===== src/rtl/vx_dcache_req_queue.sv =====
// rtl/vx_dcache_req_queue.sv - per-lane elastic dcache request queue with occupancy, flush and lockstep accept
module vx_dcache_req_queue #(
    parameter int NUM_REQS   = 4,
    parameter int WORD_SIZE  = 4,
    parameter int ADDR_WIDTH = 30,
    parameter int TAG_WIDTH  = 8,
    parameter int DEPTH      = 4,
    parameter int LOCKSTEP   = 0,
    localparam int CNTW      = $clog2(DEPTH + 1)
) (
    input  logic                              clk,
    input  logic                              reset,
    input  logic                              flush,
    input  logic [NUM_REQS-1:0]               in_valid,
    input  logic [NUM_REQS-1:0]               in_rw,
    input  logic [NUM_REQS*WORD_SIZE-1:0]     in_byteen,
    input  logic [NUM_REQS*ADDR_WIDTH-1:0]    in_addr,
    input  logic [NUM_REQS*8*WORD_SIZE-1:0]   in_data,
    input  logic [NUM_REQS*TAG_WIDTH-1:0]     in_tag,
    output logic [NUM_REQS-1:0]               in_ready,
    output logic [NUM_REQS-1:0]               out_valid,
    output logic [NUM_REQS-1:0]               out_rw,
    output logic [NUM_REQS*WORD_SIZE-1:0]     out_byteen,
    output logic [NUM_REQS*ADDR_WIDTH-1:0]    out_addr,
    output logic [NUM_REQS*8*WORD_SIZE-1:0]   out_data,
    output logic [NUM_REQS*TAG_WIDTH-1:0]     out_tag,
    input  logic [NUM_REQS-1:0]               out_ready,
    output logic [NUM_REQS*CNTW-1:0]          count
);

    localparam int DW = 8 * WORD_SIZE;
    localparam int PW = $clog2(DEPTH);
    localparam int BW = 1 + WORD_SIZE + ADDR_WIDTH + DW + TAG_WIDTH;
    localparam logic [CNTW-1:0] FULL_CNT = CNTW'(DEPTH);

    logic [NUM_REQS-1:0] full;
    logic [NUM_REQS-1:0] push;
    logic [NUM_REQS-1:0] pop;

    // Readiness never looks at this cycle's pop, so a full lane stays blocked.
    generate
        if (LOCKSTEP != 0) begin : g_lockstep
            logic all_ok;
            assign all_ok   = ~reset & ~flush & ~(|(in_valid & full));
            assign in_ready = {NUM_REQS{all_ok}};
        end else begin : g_independent
            assign in_ready = ~full & {NUM_REQS{~reset & ~flush}};
        end
    endgenerate

    generate
        for (genvar i = 0; i < NUM_REQS; i++) begin : g_lane
            logic [PW-1:0]   wptr;
            logic [PW-1:0]   rptr;
            logic [CNTW-1:0] cnt;
            logic [BW-1:0]   mem [DEPTH];
            logic [BW-1:0]   wr_bundle;
            logic [BW-1:0]   head;

            assign wr_bundle = {in_rw[i],
                                in_byteen[i*WORD_SIZE +: WORD_SIZE],
                                in_addr[i*ADDR_WIDTH +: ADDR_WIDTH],
                                in_data[i*DW +: DW],
                                in_tag[i*TAG_WIDTH +: TAG_WIDTH]};

            assign full[i]      = (cnt == FULL_CNT);
            assign out_valid[i] = (cnt != '0);
            assign push[i]      = in_valid[i] & in_ready[i];
            assign pop[i]       = out_valid[i] & out_ready[i];

            // Storage is deliberately left out of reset; cnt gates visibility.
            always_ff @(posedge clk) begin
                if (push[i]) begin
                    mem[wptr] <= wr_bundle;
                end
            end

            always_ff @(posedge clk or posedge reset) begin
                if (reset) begin
                    wptr <= '0;
                    rptr <= '0;
                    cnt  <= '0;
                end else if (flush) begin
                    wptr <= '0;
                    rptr <= '0;
                    cnt  <= '0;
                end else begin
                    if (push[i]) begin
                        wptr <= wptr + PW'(1);
                    end
                    if (pop[i]) begin
                        rptr <= rptr + PW'(1);
                    end
                    case ({push[i], pop[i]})
                        2'b10:   cnt <= cnt + CNTW'(1);
                        2'b01:   cnt <= cnt - CNTW'(1);
                        default: cnt <= cnt;
                    endcase
                end
            end

            assign head = out_valid[i] ? mem[rptr] : '0;

            assign {out_rw[i],
                    out_byteen[i*WORD_SIZE +: WORD_SIZE],
                    out_addr[i*ADDR_WIDTH +: ADDR_WIDTH],
                    out_data[i*DW +: DW],
                    out_tag[i*TAG_WIDTH +: TAG_WIDTH]} = head;

            assign count[i*CNTW +: CNTW] = cnt;
        end
    endgenerate

endmodule


===== config.mk =====
export PLATFORM = sky130hd
export DESIGN_NAME = vx_dcache_req_queue
export DESIGN_NICKNAME = d
export VERILOG_FILES = /design/src/rtl/vx_dcache_req_queue.sv
export SDC_FILE = /design/constraint.sdc
export NUM_CORES = 1
export LEC_CHECK = 0
export ABC_CLOCK_PERIOD_IN_PS = 2940
export BUFFER_PORTS_ARGS = -buffer_cell sky130_fd_sc_hd__buf_2
export CORE_ASPECT_RATIO = 0.9
export CORE_MARGIN = 1
export CORE_UTILIZATION = 45
export CTS_CLUSTER_DIAMETER = 120
export DETAILED_ROUTE_END_ITERATION = 7
export HOLD_SLACK_MARGIN = 0.1
export PLACE_DENSITY = 0.68
export SLEW_MARGIN = 20
export SYNTH_ARGS = -nofsm -noshare
export SYNTH_HDL_FRONTEND = slang
export SYNTH_SLANG_ARGS = --single-unit

===== constraint.sdc =====
create_clock -name clk -period 2.94 [get_ports clk]
set_input_delay 0.441 -clock clk [delete_from_list [all_inputs] [get_ports clk]]
set_output_delay 0.441 -clock clk [all_outputs]
set_load 0.05 [all_outputs]

==> impl_results.md <==
* Initial Util at 0.455
* Synth Area in XOR/XNOR at 0.00359
* Reg clk slew, reported paths at approximately 0.070 ns
* Vias in the first global route at ~26000
* Arrival time worst endpoint at 2.43 ns
* H-tree Lvls at 3
* Hold Path Stages at 4
* Vias after detailed routing at between 20000 and 25000
* Slowest stage cell, crit path: dfrtp_4
* Total track usage at 0.193
* DP HPWL at 65300 um
* Fin Setup TNS at 0 ns
* Worst slew pin tran at 0.536 ns
* Seq/Total Area, Yosys at 0.776
* Final setup vio count at 0
* Vias per cell at approximately 5.2
* Share of synthesized registers carrying an async set or reset at 0.0228
* RSZ-0062 raised after global routing: true
* Synth top area share at 0.761
* Post-synthesis compound-gate area fraction at 0.00148
* Worst VDD drop at 0.000886 V
* CTS Buf Count at between 100 and 150
* Port Buffers at 630
* Pin count of the biggest net entering global routing at roughly 80
* Final WL at 105000 um
* YS warnings at 0
* Top cells by area, synth: edfxtp_1, mux4_2, and2_1
* Synth area leader: edfxtp_1
* Final hold violation count at 0
* CP Class: reg2out
* Post-Syn Area at between 40000 and 50000 um2
* Simple-gate share of the synthesized area at 0.0534
* Max_cap viols at 0
* Nets@finish at 3487
* Worst setup EP type: primary output
* Fin crit period at between 2 and 3 ns
* Number of synthesized flops with an enable pin at 1200
* Pwr Total at about 58000 uW
* Die Height at ~310 um
* Std-Cell Core Area at slightly above 100000 um2
* Die W at between 300 and 400 um
* Slew headroom at 0.643
* Pre-Repair DR Iteration Count at 5
* Final Skew at 0.0316 ns
* DRC violations left at 0
* Layout area overhead at 27.4%
* Pre-CTS WS at between 0.3 and 0.4 ns
* Worst r2r dst: g_lane[0].cnt[2]
* Max FO, Critical Path at 24
* CP peak stage delay at about 0.55 ns
* R2R cell count at 7
* FF-to-FF Start: g_lane[0].cnt[0]
* Hold_sp: out_ready[0]
* Status: completed
* Most frequent cells after synthesis: edfxtp_1, and2_1, mux4_2
* Synth cell types at 35
* IO Pins at between 600 and 700
* Final slew viol count at 0
* Critical path cell sequence: buf_16, mux4_2, and2_1, buf_2
* Syn_area_per_cell at 22.5 um2
* Root Driver: clkbuf_16
* Power density cells at approximately 960 nW/um2
* Gate Count Post-Synth at about 2100
* Clock Latency Late Sink at about 0.70 ns
* Layout cells sized above 1 at 0.387
* Post-Synth Adder-Cell Area at 0.00592
* CTS tree: yes
* Routed WL per cell at 22.6 um
* Req. time, crit path at about 2.5 ns
* Tcrit/Tclk final at 0.977
* Multiplexer share of the synthesized area at 0.146
* Initial antenna violation count at 7
* GRT Residual Overflow at 0
* Num rows at 112
* Placer Congestion at between 0.7 and 0.8
* Clock buffer depth at 3
* Post-DRT Antenna Nets at 0
* First DRT Iteration DRCs at between 1500 and 2000
* Worst hold path type: in2reg
* Fin area at between 60000 and 70000 um2
* Fmax at roughly 350 MHz
* Largest family of logic cells by synthesized area: multiplexers
* Die footprint at about 110000 um2
* Post-synthesis register bit count at between 1000 and 1500
* Syn_nets at about 2400
* Hold EP: g_lane[0].rptr[0]
* Global-route wire length before repair at about 150000 um
* Count leader, synth: edfxtp_1
* Startpoint Class: flop
* Predominant post-synthesis flop cell: edfxtp_1
* Worst R2R Setup Slack at 0.56 ns
* Final worst-path setup slack at about 0.067 ns
* Leak pwr at about 0.021 uW
* CTS sink cnt at roughly 1200
* Placement Cell Area at 52900 um2
[cells by family after synthesis]
| kind of cell | after synthesis |
|---|---|
| buffers and inverters | 122 |
| and+or+nand+nor | 401 |
| AOI/OAI and AO/OA | 8 |
| xor gates and xnor gates | 16 |
| adders and majority gates | 20 |
| DFF | 1228 |
| muxes | 312 |
[worst max-delay path by stage]
stage	startpoint	slack, ns	endpoint	depth (start not counted)
6_report	g_lane[3].rptr[0]	0.07	out_addr[103]	4
5_1_grt	g_lane[3].rptr[0]	-0.04	out_addr[110]	4
4_1_cts	g_lane[3].rptr[0]	-0.03	out_data[98]	4
3_5_place_dp	reset	0.40	g_lane[2].cnt[2]	9
3_3_place_gp	reset	0.44	g_lane[0].cnt[2]	9
2_1_floorplan	g_lane[0].cnt[0]	0.32	g_lane[0].mem[0][0]	4
[power breakdown]
group	leakage, uW	internal (uW)	switching (uW)
Sequential	0.0112	19700	308
Clock	0.00185	8460	6260
Combinational	0.00799	7360	15700
Total	0.0211	35500	22300
[metrics by stage]
step                std cells   util  hold WS (ns)
floorplan                2107      -         0.506
finish                   4625  0.580         0.161
global route             4623  0.580         0.150
global placement         4081  0.509         0.559
CTS                      4615  0.578         0.104
detailed placement       4081  0.509         0.569
[critical path, delay by kind of cell, from the launching register on]
| kind | cells | cell delay (ns) |
|---|---|---|
| flip-flops | 1 | 0.55 |
| multiplexers | 1 | 0.51 |
| buffers and inverters | 2 | 0.46 |
| AND/OR/NAND/NOR | 1 | 0.20 |
[state kept, by name (all words and copies together), names as in the netlist]
register / flops
g_lane.mem: 1200
g_lane.cnt: 12
g_lane.rptr: 8
g_lane.wptr: 8
[final cells by class]
cell class                      instances  area [um2]
Timing Repair Buffer                 1041        7990
Clock inverter                         78         648
Inverter                                9        33.8
Sequential cell                      1228       36800
Clock buffer                          140        3140
Tap cell                             1368        1710
Fill cell                            7527       43700
Multi-Input combinational cell        757       10000
Antenna cell                            4        10.0
[timing repair]
action                                  in CTS  in global routing
endpoints found under the setup margin     303                 71
hold endpoints to repair                  1230                  0
resized for setup                           42                 21
gates cloned                                 2                  4
buffers inserted                            11                  3
hold buffers                               303                  0
[cells in the final DEF, fill, tap and decap left out, types with 17 or more instances in the layout]
cell	instances
and2_1	303
and2_4	17
buf_12	49
buf_2	609
buf_4	58
clkbuf_1	17
clkbuf_16	127
clkinv_1	34
clkinv_2	25
dfrtp_1	19
dlygate4sd3_1	303
edfxtp_1	1200
mux4_2	300
nor2_1	24
[metal layers]
metal | track usage | share of wire | vias up
met1 | 0.243 | 0.39 | 12600
met5 | 0 | 0.00055 | -
met3 | 0.0430 | 0.061 | 162
met2 | 0.333 | 0.52 | 717
met4 | 0.0565 | 0.023 | 8
li1 | - | - | 10700
(Power assumes the default switching activity.)
